## src/rtl/jtgng_ram_arb.sv

```systemverilog
// Single-port RAM sequencer: clears the RAM after reset, then arbitrates
// CPU read/write (port A) and video read (port B) with a req/ack handshake.
module jtgng_ram_arb #(
  parameter int              DW      = 8,
  parameter int              AW      = 10,
  parameter logic [DW-1:0]   CLR_VAL = {DW{1'b0}},
  parameter bit              PRIO_B  = 1'b1
) (
  input  logic          clk,
  input  logic          rst_n,
  input  logic          a_req,
  input  logic          a_we,
  input  logic [AW-1:0] a_addr,
  input  logic [DW-1:0] a_din,
  output logic [DW-1:0] a_dout,
  output logic          a_ack,
  input  logic          b_req,
  input  logic [AW-1:0] b_addr,
  output logic [DW-1:0] b_dout,
  output logic          b_ack,
  output logic          clr_busy,
  output logic          ram_cen,
  output logic          ram_we,
  output logic [AW-1:0] ram_addr,
  output logic [DW-1:0] ram_data,
  input  logic [DW-1:0] ram_q
);

  localparam logic [1:0]  ST_CLEAR = 2'd0;
  localparam logic [1:0]  ST_IDLE  = 2'd1;
  localparam logic [1:0]  ST_ACC   = 2'd2;
  localparam logic [1:0]  ST_DATA  = 2'd3;
  localparam logic [AW:0] CNT_END  = {1'b1, {AW{1'b0}}};
  localparam logic [AW:0] CNT_ONE  = {{AW{1'b0}}, 1'b1};

  logic [1:0]  state_r;
  logic [AW:0] cnt_r;
  logic        owner_b_r;
  logic        wr_r;
  logic        last_b_r;
  logic        a_elig_s;
  logic        b_elig_s;
  logic        grant_s;
  logic        grant_b_s;

  // A port whose ack is high this cycle must not be re-served on the same edge
  assign a_elig_s = a_req & ~a_ack;
  assign b_elig_s = b_req & ~b_ack;
  assign grant_s  = a_elig_s | b_elig_s;

  // Grant selection: fixed B priority or round-robin against the last owner
  always_comb begin
    grant_b_s = 1'b0;
    if (a_elig_s && b_elig_s) begin
      if (PRIO_B) begin
        grant_b_s = 1'b1;
      end else begin
        grant_b_s = ~last_b_r;
      end
    end else begin
      grant_b_s = b_elig_s;
    end
  end

  // Sequencer: clear sweep, then grant -> access -> data/ack
  always_ff @(posedge clk or negedge rst_n) begin
    if (!rst_n) begin
      state_r   <= ST_CLEAR;
      cnt_r     <= {(AW+1){1'b0}};
      owner_b_r <= 1'b0;
      wr_r      <= 1'b0;
      last_b_r  <= 1'b1;
      a_ack     <= 1'b0;
      b_ack     <= 1'b0;
      a_dout    <= {DW{1'b0}};
      b_dout    <= {DW{1'b0}};
      clr_busy  <= 1'b1;
      ram_cen   <= 1'b0;
      ram_we    <= 1'b0;
      ram_addr  <= {AW{1'b0}};
      ram_data  <= {DW{1'b0}};
    end else begin
      a_ack <= 1'b0;
      b_ack <= 1'b0;
      case (state_r)
        ST_CLEAR: begin
          if (cnt_r == CNT_END) begin
            ram_cen  <= 1'b0;
            ram_we   <= 1'b0;
            clr_busy <= 1'b0;
            state_r  <= ST_IDLE;
          end else begin
            ram_cen  <= 1'b1;
            ram_we   <= 1'b1;
            ram_addr <= cnt_r[AW-1:0];
            ram_data <= CLR_VAL;
            cnt_r    <= cnt_r + CNT_ONE;
          end
        end
        ST_IDLE: begin
          if (grant_s) begin
            ram_cen   <= 1'b1;
            owner_b_r <= grant_b_s;
            state_r   <= ST_ACC;
            if (grant_b_s) begin
              ram_addr <= b_addr;
              ram_we   <= 1'b0;
              wr_r     <= 1'b0;
            end else begin
              ram_addr <= a_addr;
              ram_we   <= a_we;
              wr_r     <= a_we;
              ram_data <= a_din;
            end
          end else begin
            ram_cen <= 1'b0;
            ram_we  <= 1'b0;
          end
        end
        ST_ACC: begin
          ram_cen <= 1'b0;
          ram_we  <= 1'b0;
          state_r <= ST_DATA;
        end
        ST_DATA: begin
          if (owner_b_r) begin
            b_dout <= ram_q;
            b_ack  <= 1'b1;
          end else begin
            a_ack <= 1'b1;
            if (!wr_r) begin
              a_dout <= ram_q;
            end
          end
          last_b_r <= owner_b_r;
          state_r  <= ST_IDLE;
        end
        default: begin
          ram_cen <= 1'b0;
          ram_we  <= 1'b0;
          state_r <= ST_CLEAR;
        end
      endcase
    end
  end

endmodule
```

## config.mk

```make
export PLATFORM = sky130hd
export DESIGN_NAME = jtgng_ram_arb
export DESIGN_NICKNAME = d
export VERILOG_FILES = /design/src/rtl/jtgng_ram_arb.sv
export SDC_FILE = /design/constraint.sdc
export NUM_CORES = 1
export LEC_CHECK = 0
export ABC_AREA = 1
export CORE_MARGIN = 5
export CORE_UTILIZATION = 54
export CTS_BUF_LIST = sky130_fd_sc_hd__clkbuf_2 sky130_fd_sc_hd__clkbuf_4 sky130_fd_sc_hd__clkbuf_8
export DETAILED_ROUTE_END_ITERATION = 10
export PLACE_DENSITY = 0.88
export SETUP_SLACK_MARGIN = 0.1
export SLEW_MARGIN = 25
export SYNTH_ARGS = -nofsm -noshare
export SYNTH_HDL_FRONTEND = slang
export SYNTH_SLANG_ARGS = --single-unit
```

## constraint.sdc

```tcl
create_clock -name clk -period 2.9 [get_ports clk]
set_input_delay 0.29 -clock clk [delete_from_list [all_inputs] [get_ports clk]]
set_output_delay 0.29 -clock clk [all_outputs]
set_load 0.01 [all_outputs]
```

==> results of run 1 <==
-- critical path, stage by stage, from the launching register on --
cell	delay, ns
sky130_fd_sc_hd__dfrtp_1	0.45
sky130_fd_sc_hd__inv_1	0.28
sky130_fd_sc_hd__nand2_1	0.33
sky130_fd_sc_hd__o21ai_2	0.19
sky130_fd_sc_hd__inv_1	0.10
sky130_fd_sc_hd__nand2_2	0.36
sky130_fd_sc_hd__nand3_2	0.25
sky130_fd_sc_hd__nand2_1	0.13
sky130_fd_sc_hd__nand2_1	0.06
-- synthesized netlist by cell type, drive strengths merged --
master	count
nand2	151
inv	59
dfrtp	53
nand3	30
o21ai	27
nand4	21
nor2	18
clkbuf	9
ha	6
buf	5
xor2	3
a21oi	2
nand3b	2
a21boi	1
dfstp	1
xnor2	1
-- through the flow --
stage | hold WS (ns) | setup WS (ns) | instances
3_5_place_dp | 0.443 | 0.545 | 527
2_1_floorplan | -0.00559 | 1.41 | 389
5_1_grt | 0.481 | 0.512 | 536
6_report | 0.461 | 0.645 | 536
4_1_cts | 0.145 | 0.720 | 535
3_3_place_gp | 0.441 | 0.668 | 527
-- state kept, by name (all words and copies together), names as in the netlist, 2 cells and up --
name	cells
cnt_r	11
a_dout	8
ram_data	8
b_dout	8
state_r	2
ram_addr	10
-- cells in the final DEF (no fill, tap or decap) --
| cell type | Yosys | layout |
|---|---|---|
| sky130_fd_sc_hd__clkdlybuf4s50_1 | 0 | 78 |
| sky130_fd_sc_hd__a21oi_4 | 1 | 1 |
| sky130_fd_sc_hd__dfstp_2 | 1 | 1 |
| sky130_fd_sc_hd__clkbuf_8 | 0 | 5 |
| sky130_fd_sc_hd__a21boi_0 | 1 | 1 |
| sky130_fd_sc_hd__xnor2_1 | 1 | 1 |
| sky130_fd_sc_hd__nand2_2 | 2 | 2 |
| sky130_fd_sc_hd__o21ai_0 | 26 | 26 |
| sky130_fd_sc_hd__clkinv_4 | 0 | 2 |
| sky130_fd_sc_hd__inv_2 | 3 | 3 |
| sky130_fd_sc_hd__nand4_1 | 21 | 21 |
| sky130_fd_sc_hd__o21ai_2 | 1 | 1 |
| sky130_fd_sc_hd__nor2_1 | 16 | 16 |
| sky130_fd_sc_hd__a21oi_1 | 1 | 1 |
| sky130_fd_sc_hd__nand3b_1 | 2 | 2 |
| sky130_fd_sc_hd__inv_8 | 0 | 1 |
| sky130_fd_sc_hd__dlygate4sd3_1 | 0 | 1 |
| sky130_fd_sc_hd__nand2_1 | 149 | 149 |
| sky130_fd_sc_hd__dfrtp_1 | 53 | 53 |
| sky130_fd_sc_hd__xor2_1 | 3 | 3 |
| sky130_fd_sc_hd__buf_4 | 1 | 4 |
| sky130_fd_sc_hd__nand3_2 | 2 | 2 |
| sky130_fd_sc_hd__nand3_4 | 1 | 1 |
| sky130_fd_sc_hd__nor2_4 | 2 | 2 |
| sky130_fd_sc_hd__nand3_1 | 27 | 27 |
| sky130_fd_sc_hd__ha_1 | 6 | 6 |
| sky130_fd_sc_hd__inv_1 | 56 | 56 |
-- layout make-up --
class	count	area [sq um]
Sequential cell	54	1350
Multi-Input combinational cell	262	1250
Clock buffer	5	68.8
Tap cell	70	87.6
Clock inverter	3	28.8
Inverter	59	221
Fill cell	402	1310
Timing Repair Buffer	83	821
-- metal layers --
layer / share of wire [%] / wire length [um]
met5: 0 / 0
met4: 1.6 / 119
met3: 6.4 / 471
met2: 52 / 3830
met1: 40 / 2960
-- how the worst max path moves through the flow --
| stage | from | endpoint | slack [ns] | depth (start not counted) |
|---|---|---|---|---|
| global route | b_ack | ram_data[3] | 0.51 | 8 |
| CTS | b_ack | ram_data[0] | 0.72 | 8 |
| detailed placement | b_req | ram_data[0] | 0.55 | 9 |
| global placement | b_req | ram_data[5] | 0.67 | 9 |
| finish | b_ack | ram_data[0] | 0.65 | 8 |
| floorplan | state_r[1] | ram_data[0] | 1.41 | 9 |
-- power breakdown --
part	internal [W]	switching, W	total (W)
Clock	0.000179	0.000260	0.000440
Combinational	0.0000568	0.0000399	0.0000967
Sequential	0.000752	0	0.000752
-- cell families after synthesis --
kind of cell | after synthesis | synth area share (%)
and+or+nand+nor | 222 | 33.7
xor gates and xnor gates | 4 | 1.21
AOI/OAI and AO/OA | 30 | 5.80
adders and majority gates | 6 | 2.60
buffers and inverters | 73 | 9.99
DFF | 54 | 46.8
-- repair_timing --
item,CTS,global route
hold buffers,0,1
endpoints found under the hold margin,0,23
endpoints found under the setup margin,0,0
==> run summary, run 1 <==
==================================================================================
Outcome                                                               finished clean
Capturing element type of the critical path                                   flop
Reg2Reg Depth                                                                    8
Cts bufs inserted                                                                5
Number of nets in the synthesized netlist                                      436
Start-to-end type of the worst setup path                                  reg2reg
Number of max-cap violations                                                     0
Final Skew                                                              0.00937 ns
Required time at the worst-slack endpoint                                  3.11 ns
Layout cells sized above 1                                                   5.36%
Clock tree from TritonCTS                                                     done
Nets                                                                           512
Largest area contributor in the netlist                               sky130_fd_sc_hd__dfrtp_1
Final period demand of the worst path                                      2.25 ns
Top-level port count                                                            80
Fraction of post-synthesis cell area in the top cell type by area            45.8%
Sequential element share of the synthesized area                             46.8%
Diodes inserted                                                                  0
RSZ-0062 raised after global routing                                         false
FP Rows                                                                         26
Register bit total from synthesis                                               54
Placed cell areas                                                       3720 sq um
Hold violation count in the final report                                         0
Met1 routing resource usage after global routing                             26.4%
Capture endpoint of the worst hold path                                   clr_busy
Final Cycle Share                                                            77.8%
Reg2Reg Launch Point                                                         b_ack
Worst ir drop on vdd                                                    0.000227 V
Total clock sinks                                                               54
Warnings, synthesis                                                              0
Crit start category                                                           flop
Layout area overhead                                                         32.4%
Cells after synthesis                                                          389
Clk root buf                                                          sky130_fd_sc_hd__clkbuf_8
Final WL                                                                   7380 um
Global route total overflow                                                      0
Syn Std Cell Area                                                       2890 sq um
Count of endpoints failing setup in the final report                             0
Pin count of the biggest net entering global routing                            46
Endpoint of the most critical register-to-register path                ram_data[0]
WP data arrival                                                            2.47 ns
CP max FO                                                                       23
Antenna violations before repair                                                 0
Setup TNS                                                                     0 ns
Post-CTS Setup Repair Bufs                                                       0
Synth unique cells                                                              25
Post-Route Utilization                                                       74.5%
Clock buffer depth                                                               2
Top Usage Layer GRT                                                           met2
Global-route wire length before repair                                   12,400 um
Vias                                                                         2,778
Worst skew pair latency                                                    0.32 ns
Die H                                                                      83.2 um
Wire length per cell after detailed routing                                13.8 um
Avg Synthesized Cell Area                                               7.44 sq um
Deepest level of the CTS H-tree                                                  2
Finished Cell Area                                                      3830 sq um
Resized cells post-CTS                                                           0
Met3 capacity usage during global routing                                    4.16%
Grt met2 use                                                                 38.6%
Leakage                                                                    2.02 nW
DRC violation count after routing                                                0
DRT Pass-1 Iters                                                                 8
Die Width                                                                  83.2 um
Worst Hold Launch                                                         clr_busy
Actual transition at the worst max-transition pin                         0.553 ns
Average via count per standard cell                                           5.18
Final HPWL DP                                                              5610 um
Area inside the core boundary                                           5140 sq um
Type of the worst min-delay path                                           reg2reg
Clock transition at path regs                                              0.10 ns
Hold Path Stages                                                                 2
Number of buffer cells added on primary ports                                   79
Final weighted congestion of routability-driven global placement             0.939
Remaining number of nets flagged by the antenna check after routing              0
First DRT Iteration DRCs                                                       282
Area of the die                                                         6920 sq um
Total power draw                                                         0.00129 W
Power per cell area                                                    336 nW/um^2
Slew HR                                                                      63.2%
Biggest area contributors in the synthesized netlist                  sky130_fd_sc_hd__dfrtp_1 (46%), sky130_fd_sc_hd__nand2_1 (19%), sky130_fd_sc_hd__inv_1 (7.3%)
Starting density of the core                                                 56.3%
Maximum clock frequency                                                    444 MHz
Flop-to-flop setup slack                                                   0.65 ns
Tot GR Track Use                                                             21.7%
Max Slew Vio Count                                                               0
Number of global-route vias before repair                                    2,700
==================================================================================
Power figures use the tool's default switching activity.
==> run 2, diff against run 1 <==
- CORE_UTILIZATION: 54 -> 50
- PLACE_DENSITY: 0.88 -> 0.83
- clock period: 2.9 -> 2.19 ns (I/O delays scaled with it)
==> run 2 against run 1 <==
Compared with the run above: routed wire length shrank 4.9%; clock-buffer cell count is the same; global-route usage shrank 1.3 points; worst hold slack lost 0.45 ns; core utilization shrank 5.1 points; critical path type unchanged; critical endpoint is now ram_addr[4].
==> run summary, run 2 (same netlist as run 1, synthesis figures left out) <==
=====================================================================================
Antenna violations before repair                                                    0   unchanged
Number of global-route vias before repair                                       2,728   +1.0%
Hold-fix buffer count after cts                                                     0   unchanged
Layout area overhead                                                            33.8%
Flip-flop count of the largest register, all copies and words added                11   unchanged
WP data arrival                                                               2.07 ns   -0.40 ns
Actual transition at the worst max-transition pin                            0.670 ns   +0.118 ns
Relative contribution of the clock network to total power                       38.1%   +4.0 points
Count of fill cells added during filler insertion                                 470   +17%
Capturing element type of the critical path                                      flop
Final HPWL DP                                                                 5410 um   -3.5%
Final Skew                                                                 0.00879 ns   -0.000579 ns
Register with the most flip-flops                                               cnt_r
Flop-to-flop setup slack                                                      0.37 ns   -0.28 ns
Layout cells sized above 1                                                      6.18%   +0.82 points
Worst Slack Setup Final                                                      0.367 ns   -0.278 ns
Area of the die                                                            7410 sq um   +7.0%
Final WL                                                                      7020 um   -4.9%
Endpoint of the most critical register-to-register path                   ram_addr[4]
Average via count per standard cell                                              5.00   -3.5%
Design internal power                                                       0.00142 W   +43%
Power per cell area                                                       468 nW/um^2   +39%
Clock buffer depth                                                                  2   unchanged
Remaining number of nets flagged by the antenna check after routing                 0   unchanged
Required time at the worst-slack endpoint                                     2.44 ns   -0.67 ns
Largest registers                                                        cnt_r (11), ram_addr (10)
Die H                                                                         86.1 um   +3.4%
Reg2Reg Depth                                                                       8   unchanged
Worst setup slack before clock tree synthesis                                0.411 ns   -0.134 ns
Wire length per cell after detailed routing                                   13.0 um   -5.8%
Maximum clock frequency                                                       549 MHz   +24%
Worst skew pair latency                                                       0.31 ns   about the same
Sequential share of power                                                       55.0%   -3.4 points
Final weighted congestion of routability-driven global placement                0.885   -5.7%
Starting density of the core                                                    51.9%   -4.4 points
Global-route wire length before repair                                      12,300 um   -0.61%
Part of the power in combinational logic                                         6.9%   -0.6 points
Worst ir drop on vdd                                                       0.000327 V   +44%
Number of buffer cells added on primary ports                                      79   unchanged
Sequential cell area in the final layout                                   1350 sq um   unchanged
Total instance count after detailed placement                                     533   +1.1%
Pin count of the biggest net entering global routing                               55   +20%
Slew HR                                                                         55.3%   -7.8 points
Vias                                                                            2,707   -2.6%
Total clock sinks                                                                  54   unchanged
Area inside the core boundary                                              5570 sq um   +8.4%
Number of max-cap violations                                                        0   unchanged
Switching fraction of total power                                               21.8%   -1.5 points
Final Cycle Share                                                               83.2%   +5.5 points
Clk root buf                                                             sky130_fd_sc_hd__clkbuf_8
Setup TNS                                                                        0 ns   unchanged
Start-to-end type of the worst setup path                                     reg2reg
Type of the worst min-delay path                                             in2async
Outcome                                                                  finished clean
Post-CTS Setup Repair Bufs                                                          0   unchanged
Die Width                                                                     86.1 um   +3.4%
Global route total overflow                                                         0   unchanged
Most frequent standard cell in the layout excluding fill and tap cells   sky130_fd_sc_hd__nand2_1
Final cell count without fillers                                                  541   +0.93%
CP max FO                                                                          14   -39%
Max Slew Vio Count                                                                  0   unchanged
Crit start category                                                              flop
Sw power                                                                   0.000394 W   +31%
Reg2Reg Launch Point                                                            b_ack
Count of endpoints failing setup in the final report                                0   unchanged
Area taken by multi-input logic gates                                      1250 sq um   unchanged
Commonest non-fill, non-tap cells in the layout                          sky130_fd_sc_hd__nand2_1 (149), sky130_fd_sc_hd__clkdlybuf4s50_1 (78), sky130_fd_sc_hd__inv_1 (56)
Clock transition at path regs                                                 0.10 ns   about the same
Cts bufs inserted                                                                   5   unchanged
Hold violation count in the final report                                            0   unchanged
First DRT Iteration DRCs                                                          157   -44%
Final period demand of the worst path                                         1.82 ns   -0.432 ns
Resized cells post-CTS                                                              0   unchanged
DRC violation count after routing                                                   0   unchanged
Tot GR Track Use                                                                20.4%   -1.3 points
RSZ-0062 raised after global routing                                            false
Diodes inserted                                                                     0   unchanged
Deepest level of the CTS H-tree                                                     2   unchanged
Nets                                                                              515   +0.59%
Clock tree from TritonCTS                                                        done
Top-level port count                                                               80   unchanged
FP Rows                                                                            27   +3.8%
DRT Pass-1 Iters                                                                    4   -4
Leakage                                                                       2.05 nW   +1.1%
=====================================================================================
-- run 2: cell types whose count changed in the layout (fill, tap and decap cells not counted), sizes merged --
cell,delta
bufinv,+1
dlygate4sd3,-1
buf,+4
clkinv,-1
-- run 2: area by class of cell --
cell class | instances | share of cell area, %
clock buffers | 5 | 1.78
clock inverters | 3 | 1.23
inverters | 59 | 5.72
multi-input cells | 262 | 32.3
flip-flops and latches | 54 | 34.9
well taps | 72 | 2.33
repair buffers | 86 | 21.7
-- run 2: power groups by stage --
stage                     Combinational [W]  Sequential, W  Clock, W
after floorplan                   0.0000283        0.00102         0
after global placement             0.000125        0.00102         0
after detailed placement           0.000128        0.00102         0
after CTS                          0.000128       0.000996  0.000714
after global routing               0.000141       0.000997  0.000751
final                              0.000126       0.000996  0.000690
-- run 2: how the worst max path moves through the flow --
stage / startpoint / to / slack (ns)
2_1_floorplan: state_r[1] / ram_data[0] / 0.70
3_3_place_gp: b_ack / ram_addr[4] / 0.46
3_5_place_dp: b_ack / ram_data[3] / 0.41
4_1_cts: b_ack / ram_addr[4] / 0.37
5_1_grt: b_ack / ram_data[5] / 0.13
6_report: b_ack / ram_addr[4] / 0.37
-- run 2: critical path, stage by stage, from the launching register on --
cell and delay [ns]:
sky130_fd_sc_hd__dfrtp_1 0.43, sky130_fd_sc_hd__inv_1 0.28, sky130_fd_sc_hd__nand2_1 0.15, sky130_fd_sc_hd__o21ai_2 0.12, sky130_fd_sc_hd__inv_1 0.10, sky130_fd_sc_hd__nand2_2 0.24
sky130_fd_sc_hd__buf_4 0.23, sky130_fd_sc_hd__nand4_1 0.13, sky130_fd_sc_hd__nand2_1 0.09
-- run 2: through the flow --
| step | instance area (sq um) | util, % | total power [W] | hold WS, ns |
|---|---|---|---|---|
| 2_1_floorplan | 2890 | - | 0.00104 | -0.0766 |
| 3_3_place_gp | 3750 | 67.3 | 0.00114 | 0.382 |
| 3_5_place_dp | 3750 | 67.3 | 0.00114 | 0.394 |
| 4_1_cts | 3870 | 69.4 | 0.00184 | 0.0388 |
| 5_1_grt | 3870 | 69.4 | 0.00189 | 0.0800 |
| 6_report | 3870 | 69.4 | 0.00181 | 0.00708 |
-- run 2: layer usage --
metal | GRT usage [%] | vias up | wire length [um] | share of wire [%]
met3 | 4.03 | 10 | 527 | 7.5
met5 | 0 | - | 0 | 0
li1 | - | 1362 | - | -
met4 | 5.04 | 0 | 92 | 1.3
met1 | 25.8 | 1234 | 3000 | 43
met2 | 35.7 | 101 | 3400 | 48
==> run 3, diff against run 2 <==
- CORE_UTILIZATION: 50 -> 45
- PLACE_DENSITY: 0.83 -> 0.79
- clock period: 2.19 -> 1.5 ns (I/O delays scaled with it)
==> run 3 against run 2 <==
Compared with the run above: non-clock buffer count increased by 41; total power increased by 41%; clock power increased by 30%.
==> run summary, run 3 (same netlist as run 1, synthesis figures left out) <==
=====================================================================================
Outcome                                                                  finished clean
Die Width                                                                     90.2 um   +4.8%
Vias                                                                            3,039   +12%
Starting density of the core                                                    45.8%   -6.1 points
Clock transition at path regs                                                 0.11 ns   about the same
Sw power                                                                   0.000627 W   +59%
WP data arrival                                                               1.69 ns   -0.38 ns
Actual transition at the worst max-transition pin                            0.456 ns   -0.215 ns
Final Skew                                                                 0.00749 ns   -0.00131 ns
Final HPWL DP                                                                 5750 um   +6.3%
Start-to-end type of the worst setup path                                     reg2reg
Clock tree from TritonCTS                                                        done
Final weighted congestion of routability-driven global placement                0.859   -3.0%
Area inside the core boundary                                              6310 sq um   +13%
Die H                                                                         90.2 um   +4.8%
Placed cell areas                                                          4020 sq um   +7.0%
Worst setup slack before clock tree synthesis                              -0.0692 ns   -0.480 ns
Total instance count after detailed placement                                     559   +4.9%
Leakage                                                                       2.59 nW   +27%
Number of global-route vias before repair                                       2,995   +9.8%
Sequential share of power                                                       57.1%   +2.1 points
Largest registers                                                        cnt_r (11), ram_addr (10)
Type of the worst min-delay path                                             in2async
Part of the power in combinational logic                                         7.7%   +0.8 points
Final WL                                                                      8580 um   +22%
Pin count of the biggest net entering global routing                               36   -35%
Layout cells sized above 1                                                      21.3%   +15 points
Crit start category                                                              flop
Max Slew Vio Count                                                                  0   unchanged
Design internal power                                                       0.00192 W   +36%
Maximum clock frequency                                                       677 MHz   +23%
Area of the die                                                            8130 sq um   +9.8%
DRC violation count after routing                                                   0   unchanged
RSZ-0062 raised after global routing                                             true
Nets                                                                              557   +8.2%
Tot GR Track Use                                                                19.9%   -0.52 points
DRT Pass-1 Iters                                                                    5   +1
Relative contribution of the clock network to total power                       35.2%   -2.9 points
Diodes inserted                                                                     0   unchanged
Worst ir drop on vdd                                                       0.000577 V   +77%
Global route total overflow                                                         0   unchanged
Total clock sinks                                                                  54   unchanged
Clock buffer depth                                                                  2   unchanged
Capturing element type of the critical path                                      flop
Flip-flop count of the largest register, all copies and words added                11   unchanged
Reg2Reg Launch Point                                                         cnt_r[1]
Layout area overhead                                                            56.3%
Number of max-cap violations                                                        0   unchanged
Worst skew pair latency                                                       0.32 ns   about the same
CP max FO                                                                           4   -10
Slew HR                                                                         69.6%   +14 points
Worst Slack Setup Final                                                     0.0230 ns   -0.344 ns
Worst Setup SP                                                               cnt_r[1]
Global-route wire length before repair                                      13,700 um   +11%
Wire length per cell after detailed routing                                   14.6 um   +12%
Number of buffer cells added on primary ports                                      79   unchanged
FP Rows                                                                            29   +7.4%
Count of endpoints failing setup in the final report                                0   unchanged
Cts bufs inserted                                                                   5   unchanged
Antenna violations before repair                                                    0   unchanged
Final period demand of the worst path                                         1.48 ns   -0.346 ns
Top-level port count                                                               80   unchanged
Switching fraction of total power                                               24.6%   +2.8 points
Deepest level of the CTS H-tree                                                     2   unchanged
Remaining number of nets flagged by the antenna check after routing                 0   unchanged
Total power draw                                                            0.00255 W   +41%
Average via count per standard cell                                              5.17   +3.3%
Clk root buf                                                             sky130_fd_sc_hd__clkbuf_8
Hold violation count in the final report                                            0   unchanged
Commonest non-fill, non-tap cells in the layout                          sky130_fd_sc_hd__nand2_1 (122), sky130_fd_sc_hd__dfrtp_1 (52), sky130_fd_sc_hd__inv_1 (50)
Finished Cell Area                                                         4520 sq um   +17%
First DRT Iteration DRCs                                                          186   +18%
Power per cell area                                                       564 nW/um^2   +20%
Final Cycle Share                                                               98.5%   +15 points
Final cell count without fillers                                                  588   +8.7%
Required time at the worst-slack endpoint                                     1.71 ns   -0.73 ns
Post-Route Hold Slack                                                        0.305 ns   +0.297 ns
Most frequent standard cell in the layout excluding fill and tap cells   sky130_fd_sc_hd__nand2_1
Register with the most flip-flops                                               cnt_r
=====================================================================================
## run 3: worst max-delay path, cell delays in order, from the launching register on
cell and delay, ns:
sky130_fd_sc_hd__dfrtp_1 0.41, sky130_fd_sc_hd__inv_2 0.08, sky130_fd_sc_hd__ha_4 0.14, sky130_fd_sc_hd__nand2_4 0.05, sky130_fd_sc_hd__nor2_4 0.14, sky130_fd_sc_hd__nand2_1 0.16, sky130_fd_sc_hd__nand2_4 0.13, sky130_fd_sc_hd__nand2_1 0.08
sky130_fd_sc_hd__nand2_1 0.10, sky130_fd_sc_hd__nand2_1 0.08
## run 3: final timing paths
kind,depth (start not counted),to,slack [ns]
setup / recovery,9,state_r[0],0.02
min in group clk,3,b_dout[3],0.39
hold reg to reg,2,clr_busy,0.47
setup reg to reg,9,state_r[0],0.02
max in group asynchronous,3,clr_busy,0.57
hold / removal,2,b_dout[7],0.30
## run 3: final cells by class
type                    instances  area, sq um
clock buffers                   5         68.8
inverters                      59          224
repair buffers                127         1330
clock inverters                 3         28.8
fillers                       469         1790
multi-input cells             263         1420
well taps                      77         96.3
flip-flops and latches         54         1350
## run 3: metal layers
metal | part of all wire [%] | global-route usage [%] | vias up
li1 | - | - | 1458
met1 | 40 | 25.3 | 1451
met2 | 52 | 34.8 | 108
met3 | 5.0 | 3.59 | 22
met4 | 2.1 | 5.09 | 0
met5 | 0 | 0 | -
## run 3: timing repair
item                                    CTS  global route
gates cloned                              2             1
pin swaps                                 4            18
resized for setup                        20            67
buffers inserted                         10             7
endpoints found under the hold margin    19             0
endpoints found under the setup margin   33            76
hold buffers                              1             0
## run 3: power by group through the flow
stage / registers, W / logic [W] / clock network, W
floorplan: 0.00148 / 0.0000413 / 0
global placement: 0.00148 / 0.000192 / 0
detailed placement: 0.00148 / 0.000195 / 0
CTS: 0.00145 / 0.000198 / 0.000908
global route: 0.00146 / 0.000217 / 0.000978
finish: 0.00145 / 0.000196 / 0.000897
## run 3: through the flow
step | TNS (ns) | utilization [%]
after global routing | -0.442 | 71.6
after detailed placement | -0.689 | 63.6
after CTS | 0 | 67.6
after global placement | -0.256 | 63.6
after floorplan | 0 | -
final | 0 | 71.6
